**src/rtl/single_packet_checker_64.sv**
```systemverilog
// AXI4-Stream sink that checks one H2C DMA transfer of WORD_MAX+1 beats against
// the producer pattern {36'h0_000A_0000, idx} with tlast every 2**PKT_WIDTH beats.
//   state   | meaning
//   IDLE    | not ready; status held from the last run
//   RUN     | checking beats, ready unless stalled
//   DONE    | final beat seen; drains and flags any further beat as overrun
module single_packet_checker_64 #(
  parameter int          DATA_WIDTH = 64,
  parameter int          KEEP_WIDTH = DATA_WIDTH / 8,
  parameter int          PKT_WIDTH  = 10,
  parameter logic [27:0] WORD_MAX   = 28'h000_0FFF,
  parameter int          ERR_WIDTH  = 16
) (
  input  logic                  user_clk,
  input  logic                  user_rst,
  input  logic                  dma_ena,
  input  logic                  stall,
  input  logic [DATA_WIDTH-1:0] s_axis_tdata,
  input  logic [KEEP_WIDTH-1:0] s_axis_tkeep,
  input  logic                  s_axis_tvalid,
  output logic                  s_axis_tready,
  input  logic                  s_axis_tlast,
  output logic                  done,
  output logic                  error,
  output logic                  overrun,
  output logic [27:0]           word_count,
  output logic [15:0]           pkt_count,
  output logic [ERR_WIDTH-1:0]  err_count,
  output logic [27:0]           first_err_idx
);

  typedef enum logic [1:0] {ST_IDLE, ST_RUN, ST_DONE} state_t;

  state_t                 state_q, state_d;
  logic [27:0]            idx_q, idx_d;
  logic                   done_q, done_d;
  logic                   error_q, error_d;
  logic                   overrun_q, overrun_d;
  logic [27:0]            word_cnt_q, word_cnt_d;
  logic [15:0]            pkt_cnt_q, pkt_cnt_d;
  logic [ERR_WIDTH-1:0]   err_cnt_q, err_cnt_d;
  logic [27:0]            first_err_q, first_err_d;

  logic                   beat_acc;
  logic [DATA_WIDTH-1:0]  exp_data;
  logic                   beat_err;
  logic [ERR_WIDTH-1:0]   err_cnt_inc;

  // Ready depends only on state and stall so a source may wait on it safely.
  assign s_axis_tready = (state_q == ST_RUN) ? !stall : (state_q == ST_DONE);
  assign beat_acc      = s_axis_tvalid & s_axis_tready;

  assign exp_data    = {36'h0_000A_0000, idx_q};
  assign beat_err    = (s_axis_tdata != exp_data)
                     | (s_axis_tlast != (&idx_q[PKT_WIDTH-1:0]))
                     | (s_axis_tkeep != {KEEP_WIDTH{1'b1}});
  assign err_cnt_inc = (&err_cnt_q) ? err_cnt_q : err_cnt_q + ERR_WIDTH'(1);

  always_comb begin
    state_d     = state_q;
    idx_d       = idx_q;
    done_d      = done_q;
    error_d     = error_q;
    overrun_d   = overrun_q;
    word_cnt_d  = word_cnt_q;
    pkt_cnt_d   = pkt_cnt_q;
    err_cnt_d   = err_cnt_q;
    first_err_d = first_err_q;

    case (state_q)
      ST_IDLE: begin
        if (dma_ena) begin
          state_d     = ST_RUN;
          idx_d       = '0;
          done_d      = 1'b0;
          error_d     = 1'b0;
          overrun_d   = 1'b0;
          word_cnt_d  = '0;
          pkt_cnt_d   = '0;
          err_cnt_d   = '0;
          first_err_d = '0;
        end
      end

      ST_RUN: begin
        if (beat_acc) begin
          idx_d      = idx_q + 28'd1;
          word_cnt_d = word_cnt_q + 28'd1;
          if (s_axis_tlast) pkt_cnt_d = pkt_cnt_q + 16'd1;
          if (beat_err) begin
            err_cnt_d = err_cnt_inc;
            error_d   = 1'b1;
            if (!error_q) first_err_d = idx_q;
          end
          if (idx_q == WORD_MAX) begin
            done_d  = 1'b1;
            state_d = ST_DONE;
          end
        end
        // An abort still keeps the bookkeeping of a beat taken on the same edge.
        if (!dma_ena) state_d = ST_IDLE;
      end

      ST_DONE: begin
        if (beat_acc) begin
          overrun_d  = 1'b1;
          error_d    = 1'b1;
          err_cnt_d  = err_cnt_inc;
          word_cnt_d = word_cnt_q + 28'd1;
          if (s_axis_tlast) pkt_cnt_d = pkt_cnt_q + 16'd1;
        end
        if (!dma_ena) state_d = ST_IDLE;
      end

      default: state_d = ST_IDLE;
    endcase
  end

  always_ff @(posedge user_clk or posedge user_rst) begin
    if (user_rst) begin
      state_q     <= ST_IDLE;
      idx_q       <= '0;
      done_q      <= 1'b0;
      error_q     <= 1'b0;
      overrun_q   <= 1'b0;
      word_cnt_q  <= '0;
      pkt_cnt_q   <= '0;
      err_cnt_q   <= '0;
      first_err_q <= '0;
    end else begin
      state_q     <= state_d;
      idx_q       <= idx_d;
      done_q      <= done_d;
      error_q     <= error_d;
      overrun_q   <= overrun_d;
      word_cnt_q  <= word_cnt_d;
      pkt_cnt_q   <= pkt_cnt_d;
      err_cnt_q   <= err_cnt_d;
      first_err_q <= first_err_d;
    end
  end

  assign done          = done_q;
  assign error         = error_q;
  assign overrun       = overrun_q;
  assign word_count    = word_cnt_q;
  assign pkt_count     = pkt_cnt_q;
  assign err_count     = err_cnt_q;
  assign first_err_idx = first_err_q;

endmodule

```
**config.mk**
```make
export PLATFORM = sky130hd
export DESIGN_NAME = single_packet_checker_64
export DESIGN_NICKNAME = d
export VERILOG_FILES = /design/src/rtl/single_packet_checker_64.sv
export SDC_FILE = /design/constraint.sdc
export NUM_CORES = 1
export LEC_CHECK = 0
export BUFFER_PORTS_ARGS = -buffer_cell sky130_fd_sc_hd__buf_2
export CORE_ASPECT_RATIO = 1.5
export CORE_MARGIN = 3
export CORE_UTILIZATION = 30
export DETAILED_ROUTE_END_ITERATION = 6
export GPL_TIMING_DRIVEN = 0
export PLACE_DENSITY = 0.6
export SETUP_SLACK_MARGIN = 0.3
export SLEW_MARGIN = 20
export SYNTH_ARGS = -nofsm -noshare
export SYNTH_HDL_FRONTEND = slang
export SYNTH_SLANG_ARGS = --single-unit
```
**constraint.sdc**
```tcl
create_clock -name user_clk -period 10.9 [get_ports user_clk]
set_clock_uncertainty 0.2 [all_clocks]
set_input_delay 0.545 -clock user_clk [delete_from_list [all_inputs] [get_ports user_clk]]
set_output_delay 0.545 -clock user_clk [all_outputs]
set_load 0.01 [all_outputs]
```
==> results.txt, run 1 <==
- Maximum operating frequency: slightly above 300 MHz
- The run finished with clean final reports.
- Mux share of post-synthesis cell area: 0.00471
* Pwr per Cell Area: roughly 170 nW/um^2
- In the post-synthesis netlist, the biggest area contributors are sky130_fd_sc_hd__dfrtp_1 44%, sky130_fd_sc_hd__xnor2_1 6.9%, sky130_fd_sc_hd__o31ai_1 4.9%.
* Final Cycle Share: 0.296
- Of all flip-flops after synthesis, the portion carrying an async set or reset was 1.00.
- Signed area change from the synthesized netlist to the final layout: 25.9%
- Counting instances, the worst hold path has a depth of 3.
- In the final layout, the share of cells above drive strength 1 is 0.261.
- STA classifies the critical path endpoint as a flip-flop.
* # DRC: 0
- The number of clock buffers added by TritonCTS is 17.
- Number of standard cells in the final layout excluding fillers: between 1000 and 1500
- Setup violations remaining at the end of the flow were counted as 0.
- Instance count of the mapped netlist: about 740
- Once layout is done, the placed cells without fillers occupy 8690 sq um.
- Routability congestion estimate from global placement: a little over 0.8
* Cell with the most instances on the worst path: sky130_fd_sc_hd__nand4_1
* Number of hold violations in the final report: 0
- After the first detailed-routing iteration, the DRC count stood at about 240.
- For this block, the via count after detailed routing is roughly 6300.
- The die covers between 20000 and 25000 sq um.
* Cell with the biggest individual delay on the critical path: sky130_fd_sc_hd__clkbuf_1
- Startpoint of the most critical hold path: dma_ena
* Adder-cell share of the synthesized area: 0.0163
- The clock reaches the later pin of the worst-skew pair after 420 ps.
- The count of nets left with antenna violations once routing finished came out at 0.
* CTS H-Tree Depth: 4
- The pre-antenna-repair detailed-routing pass consisted of 4 iterations.
* Post-Synth Simple-Gate Area: 0.253
- Count of pins over their slew limit: 0
- The setup path with the least slack is of type flip-flop to flip-flop.
* Register-to-register setup slack: ~7700 ps
- First-pass GRT wire length: between 30 and 40 mm
- 0 antenna diodes ended up in the layout.
* Launching element type of the critical path: flip-flop
* Max-capacitance violation count: 0
* Initial core utilization: 0.307
- Mean instance size in the synthesized netlist: ~9.3 sq um
- During placement, the flow inserted port buffers numbering ~170.
* Critical Path, Cell by Cell: inv_1 > ha_1 > nor4b_1 > nand4_1 > nor4_1 > nand4_1 > nand3_1 > clkbuf_1 > o21ai_0
- Of the total synthesized cell area, the portion taken by XOR and XNOR cells is 0.112.
- Clock tree synthesis selected as its root buffer the cell sky130_fd_sc_hd__clkbuf_16.
* # hold bufs at CTS: 1
- After synthesis the cells add up to 6900 sq um.
* Total grt overflow: 0
- The layer flagged by global routing as most heavily used is met2.
* Cells after DPL: approximately 1200
* Met3 track demand over resource: 0.0362
* Wire length per cell after detailed routing: 17.1 microns
- For this run, the total global-route usage over all layers was measured as 0.173.
- The initialized floorplan defines 67 standard-cell rows.
- Headroom to the max-slew limit: 0.375
* Leakage component of the power: between 4 and 5 nW
* R2R depth: 9
- For this run, global-route usage on met1 was measured as 0.192.
- For this run, the number of Yosys warnings is 0.
- Sink of the worst hold path: overrun$_DFFE_PP0P_
- In this run the vertical extent of the chip is ~190 microns.
- Post-detailed-routing wire length: around 21 mm
- Setup repair after global routing missed its margin: no
* Number of buffers added for setup after CTS: 0
* Dominant register cell in the synthesized netlist: sky130_fd_sc_hd__dfrtp_1
- Number of synthesized register bits: between 100 and 150
* Synthesized Nets: slightly above 800
- For this run, the post-layout net count is 1018.
- In the routed layout, each cell is associated on average with a via count of ~5.1.
- Type of the worst min-delay path: primary input to flip-flop
- In this run the worst path has a maximum fanout of 10.
- The floorplan step defined a core boundary enclosing roughly 22000 sq um.
* Post-CTS clock slew at the launch and capture registers of the worst setup and hold paths: around 60 ps
- Entering global routing, the biggest net connects 77 pins.
- Hpwl dp: 16.1 mm
* # clock sinks: ~120
* Endpoint of the worst register-to-register path: err_count[0]$_DFFE_PP0P_
- Worst IR drop on VDD: 0.125 mV
- The die is 130 microns wide.
- 170 I/O pins were placed.
- The via count of the first global-routing pass came to 6307.
* Resize count post-CTS: 0
- After synthesis, the largest family of logic cells by area is simple AND/OR/NAND/NOR gates.
* Initial antenna violation count: 1
* Minimum clock period after layout: around 3200 ps
- Placed Instance Area: between 8000 and 9000 sq um
- Post-Route Setup TNS: 0 ps
- The worst register-to-register path begins at state_q[1]$_DFFE_PP0P_.
- The fraction of the mapped netlist area in compound gates is 0.131.
- TritonCTS built the clock tree.
- Arrival time of the worst setup path: 3300 ps
- Worst path max stage delay: ~440 ps
* Total power: between 1.5 and 2 mW
- Required @ worst endpoint: approximately 11000 ps
- Fraction of synthesized cell area taken by the top area cell type: 0.439
- Share of synthesized area occupied by flip-flops and latches: 0.439
- At the pin with the least slew margin, the transition time is a little over 900 ps.
* Met2 usage in global routing: 0.316
- Most numerous cell in the Yosys netlist: sky130_fd_sc_hd__dfrtp_1
* Maximum count of clock buffers along a single path: 2
- List of most frequent post-synthesis cells: 121 x sky130_fd_sc_hd__dfrtp_1, 80 x sky130_fd_sc_hd__nor2_1, 66 x sky130_fd_sc_hd__nand2_1
- Number of synthesized flops with an enable pin: 0
* Count of cell types in the netlist: 55
* Yosys top cell by area: sky130_fd_sc_hd__dfrtp_1
## worst max path at each step
| stage | start | endpoint | slack [ps] |
|---|---|---|---|
| 5_1_grt | state_q[1]$_DFFE_PP0P_ | err_count[0]$_DFFE_PP0P_ | 7230 |
| 3_5_place_dp | state_q[1]$_DFFE_PP0P_ | err_count[0]$_DFFE_PP0P_ | 7620 |
| 6_report | state_q[1]$_DFFE_PP0P_ | err_count[0]$_DFFE_PP0P_ | 7670 |
| 3_3_place_gp | user_rst | err_count[4]$_DFFE_PP0P_ | 5160 |
| 2_1_floorplan | user_rst | done$_DFFE_PP0P_ | 6940 |
| 4_1_cts | state_q[1]$_DFFE_PP0P_ | err_count[0]$_DFFE_PP0P_ | 7610 |
## state kept, by name, indices dropped and copies added, names as in the netlist
register / count
first_err_idx: 28
word_count: 28
state_q: 2
done: 1
error: 1
err_count: 16
pkt_count: 16
overrun: 1
idx_q: 28
## stage by stage
| stage | hold slack [ps] | util | setup slack, ps |
|---|---|---|---|
| after global routing | 279 | 0.387 | 7230 |
| after CTS | 243 | 0.387 | 7610 |
| after floorplan | 331 | - | 6940 |
| after detailed placement | 296 | 0.362 | 7620 |
| after global placement | 294 | 0.360 | 5160 |
| final | 259 | 0.387 | 7670 |
## area by class of cell
| class | instances | area, sq um |
|---|---|---|
| clock buffer | 24 | 482 |
| fill | 2278 | 13800 |
| inverter | 21 | 86.3 |
| timing repair buffer | 171 | 883 |
| sequential | 121 | 3030 |
| tap | 276 | 345 |
| buffer | 49 | 225 |
| multi-input combinational | 550 | 3570 |
| clock inverter | 8 | 70.1 |
## layer usage
metal / vias to the layer above / wire length (microns)
li1: 3033 / -
met1: 3018 / 7970
met2: 165 / 11400
met3: 39 / 849
met4: 2 / 627
met5: - / 11
## cell usage in the layout, fill, tap and decap left out, types with 4 or more instances in the layout
cell,instances
sky130_fd_sc_hd__o21ai_0,44
sky130_fd_sc_hd__nor4_4,4
sky130_fd_sc_hd__nor2_1,80
sky130_fd_sc_hd__xnor2_1,54
sky130_fd_sc_hd__nand3b_1,4
sky130_fd_sc_hd__or3_1,8
sky130_fd_sc_hd__o31ai_1,45
sky130_fd_sc_hd__nand4_1,34
sky130_fd_sc_hd__clkbuf_1,30
sky130_fd_sc_hd__inv_1,20
sky130_fd_sc_hd__a22o_1,4
sky130_fd_sc_hd__nand2_1,66
sky130_fd_sc_hd__clkbuf_16,17
sky130_fd_sc_hd__xor2_1,34
sky130_fd_sc_hd__nand3_1,34
sky130_fd_sc_hd__ha_1,9
sky130_fd_sc_hd__nor3_2,4
sky130_fd_sc_hd__and4_1,8
sky130_fd_sc_hd__nor4_1,15
sky130_fd_sc_hd__a31oi_1,7
sky130_fd_sc_hd__clkinv_2,5
sky130_fd_sc_hd__and3_1,16
sky130_fd_sc_hd__nor3_1,11
sky130_fd_sc_hd__clkbuf_2,4
sky130_fd_sc_hd__a21oi_1,17
sky130_fd_sc_hd__buf_2,183
sky130_fd_sc_hd__dfrtp_1,121
sky130_fd_sc_hd__and2_1,8
## worst max-delay path, delay by kind of cell, from the launching register on
kind,cells,cell delay [ps]
and+or+nand+nor,5,1390
buffers and inverters,2,560
adders and majority gates,1,300
AOI/OAI and AO/OA,1,210
DFF,1,400
## logic make-up (layout without fill, tap and decap cells)
kind of cell | after synthesis | after routing
flops | 121 | 121
buf+inv | 70 | 273
fa+ha+maj | 9 | 9
mux | 3 | 3
simple gates | 316 | 316
xor+xnor | 88 | 88
compound gates | 134 | 134
## power breakdown
part | leakage (nW) | switching (mW) | total [mW] | internal, mW
clock | 0.270 | 0.203 | 0.532 | 0.329
combinational | 2.13 | 0.335 | 0.468 | 0.133
sequential | 1.68 | 0.0310 | 0.507 | 0.476
Power figures use the tool's default switching activity.
==> run 2: changes to the inputs <==
ABC_AREA = 1   (was unset)
PLACE_DENSITY = 0.59   (was 0.6)
clock period = 3 ns   (was 10.9 ns; I/O delays follow)
==> results.txt, run 2 <==
* Register-to-register setup slack: between 400 and 500 ps
* Crit. End Element: flip-flop
* Final Cycle Share: 0.845
* Yosys top cell by area: sky130_fd_sc_hd__dfrtp_1
- Critical Path, Cell by Cell: inv_1 > ha_1 > buf_2 > inv_1 > nor4_2 > nand3_2 > nand3_2 > buf_4 > nand2_1 > nand2_1
- Area of all placed cells without fillers: 10000 sq um
* Net count, final: approximately 1400
- The top cell types in the final layout, fill and taps aside, are 370 x sky130_fd_sc_hd__nand2_1, 177 x sky130_fd_sc_hd__buf_2, 142 x sky130_fd_sc_hd__nor2_1.
- I/O pin count: between 150 and 200
- Total grt overflow: 0
* Clock insertion delay at the later pin of the skew report: about 430 ps
- Detailed placement ended at an HPWL of between 20 and 25 mm.
* Vertical extent of the die: ~200 microns
* Total global-route track usage: 0.184
* Remaining antenna violation count after routing: 0
- In this run the worst hold path is classified as primary input to flip-flop.
* Leakage component of the power: between 4 and 5 nW
* DRC marker count from the first detailed-route iteration: 617
- After clock tree synthesis, the clock-pin slew on the worst setup and hold paths is about 60 ps.
- Synth async-reset ratio: 1.00
* Count of cell types in the netlist: between 40 and 50
- The first TritonRoute pass finished after 7 iterations.
- The initial antenna violation count was 0.
- Most numerous cell in the Yosys netlist: sky130_fd_sc_hd__nand2_1
- Initial core utilization: 0.306
- Dominant register cell in the synthesized netlist: sky130_fd_sc_hd__dfrtp_1
* Chip width: 139 microns
- At the end of routability-driven placement, the weighted congestion stood at 0.955.
* Worst IR drop on VDD: about 0.7 mV
- Minimum hold slack: around 19 ps
- CTS tree: built
- # DRC: 2
- The die covers about 28000 sq um.
- Dividing the detail-routed via count by the number of cells gives between 4 and 5.
* Signed area change from the synthesized netlist to the final layout: 26.9%
- Synthesized Nets: 1245
- For this run, the register share of the synthesized area comes to 0.383.
- Of the cells placed in the final design, the portion with a size suffix greater than 1 is 0.219.
- For this block, the routed nets add up to between 20 and 30 mm of wire.
- Mean instance size in the synthesized netlist: slightly below 7 sq um
- Yosys printed 0 warnings.
- Number of global-route vias before repair: between 7000 and 8000
- Total power: 6.58 mW
* Critical-path maximum fanout: 10
- The flow ran to the end, but the final reports show violations.
* Final setup violating endpoints: 0
- For the worst setup path, the data required time is about 3200 ps.
- The core region is approximately 26000 sq um.
* Pwr per Cell Area: 655 nW/um^2
* Instance count of the mapped netlist: 1158
- Leaving out fill and tap cells, the most frequent cell in the layout is sky130_fd_sc_hd__nand2_1.
- Of the post-synthesis cell area, the dominant cell type holds 0.383.
- Wire length per cell after detailed routing: about 16 microns
- Across the whole layout, storage elements account for 3030 sq um.
- Minimum clock period after layout: roughly 2500 ps
* Maximum count of clock buffers along a single path: 2
- Maximum number of pins on one net before global-route repair: 31
- The largest individual stage delay along the critical path comes from the cell sky130_fd_sc_hd__dfrtp_1.
* Cells after DPL: roughly 1700
- Number of synthesized register bits: between 100 and 150
- Syn Std Cell Area: 7910 sq um
* CTS H-Tree Depth: 4
- Setup repair after global routing left no endpoint under its margin.
- Critical R2R Launch: state_q[0]$_DFFE_PP0P_
* Count of antenna diodes in the layout: 0
- The worst hold path begins at s_axis_tlast.
* Failing checks: design-rule violations
- Count of pins over their slew limit: 0
- In this run the critical register-to-register path is captured at err_count[6]$_DFFE_PP0P_.
- # clock sinks: 121
* Number of synthesized flops with an enable pin: 0
- Post-Route Setup TNS: 0 ps
- Dominant cells by area after synthesis: sky130_fd_sc_hd__dfrtp_1 38%, sky130_fd_sc_hd__nand2_1 18%, sky130_fd_sc_hd__nor2_1 6.8%
* Max-capacitance violation count: 0
- The first global-routing pass estimated approximately 42 mm of wire.
* Arrival time of the worst setup path: roughly 2700 ps
* Worst path max stage delay: approximately 400 ps
* Worst Max-Slew Pin Slew: between 600 and 700 ps
* Type of the setup path with the least slack: flip-flop to flip-flop
- List of most frequent post-synthesis cells: 371 x sky130_fd_sc_hd__nand2_1, 144 x sky130_fd_sc_hd__nor2_1, 121 x sky130_fd_sc_hd__dfrtp_1
- TritonCTS created 17 clock buffers.
- IO Port Bufs: between 150 and 200
- Maximum operating frequency: approximately 400 MHz
* R2R depth: 10
- The worst setup path is launched from a flip-flop.
- Library cell used as clock root buffer: sky130_fd_sc_hd__clkbuf_16
- Headroom to the max-slew limit: 0.581
- Across all layers, the routed design uses a little over 8000 vias.
- The path with the worst hold slack has its endpoint at pkt_count[13]$_DFFE_PP0P_.
* Number of standard cells in the final layout excluding fillers: around 1700
- Layout filler cell count: between 2000 and 3000
- Number of hold violations in the final report: 0
- Worst hold path cell count: 3
* Multi-input gate area: between 4000 and 5000 sq um
- After floorplanning, the core was divided into slightly above 70 placement rows.
- Placed Instance Area: between 9000 and 10000 sq um
==> run 2: critical path: cells and delay by family, from the launching register on <==
kind / cells / cell delay (ps)
buffers and inverters: 4 / 740
adder cells (fa/ha/maj): 1 / 270
flip-flops: 1 / 400
AND/OR/NAND/NOR: 5 / 860
==> run 2: timing repair <==
item,CTS,global route
pin swaps,2,1
endpoints found under the setup margin,33,84
hold buffers,4,0
buffers inserted,3,1
cloned,0,0
endpoints found under the hold margin,53,0
resized for setup,2,26
==> run 2: cell type report <==
type,count,area share
Tap cell,333,0.0415
Clock buffer,20,0.0445
Clock inverter,12,0.0150
Sequential cell,121,0.302
Inverter,117,0.0444
Timing Repair Buffer,182,0.105
Buffer,36,0.0207
Multi-Input combinational cell,884,0.427
==> run 2: worst max-delay path by stage <==
stage | slack [ps] | startpoint | cells after the start | endpoint
after global placement | 110 | user_rst | 2 | err_count[9]$_DFFE_PP0P_
final | 460 | state_q[0]$_DFFE_PP0P_ | 10 | err_count[6]$_DFFE_PP0P_
after floorplan | 770 | state_q[1]$_DFFE_PP0P_ | 12 | err_count[7]$_DFFE_PP0P_
after detailed placement | 180 | state_q[1]$_DFFE_PP0P_ | 13 | pkt_count[6]$_DFFE_PP0P_
after global routing | 260 | state_q[0]$_DFFE_PP0P_ | 10 | err_count[5]$_DFFE_PP0P_
after CTS | 320 | state_q[1]$_DFFE_PP0P_ | 15 | idx_q[3]$_DFFE_PP0P_
==> run 2: stage by stage <==
| step | utilization | setup WS [ps] |
|---|---|---|
| after global routing | 0.388 | 264 |
| after detailed placement | 0.360 | 182 |
| final | 0.388 | 464 |
| after CTS | 0.386 | 324 |
| after floorplan | - | 774 |
| after global placement | 0.355 | 108 |
==> run 2: routing by layer <==
layer	wire length (microns)	GRT usage
met2	14700	0.359
met5	0	0
met4	839	0.0791
met1	10000	0.195
met3	952	0.0285
==> run 2: cell families after synthesis <==
kind of cell	Yosys count	share of synthesized area
and+or+nand+nor	723	0.398
buffers and inverters	153	0.0800
AOI/OAI and AO/OA	121	0.0903
DFF	121	0.383
xor gates and xnor gates	31	0.0343
adders and majority gates	9	0.0142
==> run 2: where the power goes <==
part | switching [mW] | internal, mW | leakage (nW) | total, mW
sequential | 0.111 | 1.74 | 1.68 | 1.85
combinational | 1.86 | 0.746 | 2.89 | 2.61
clock | 0.804 | 1.32 | 0.286 | 2.13
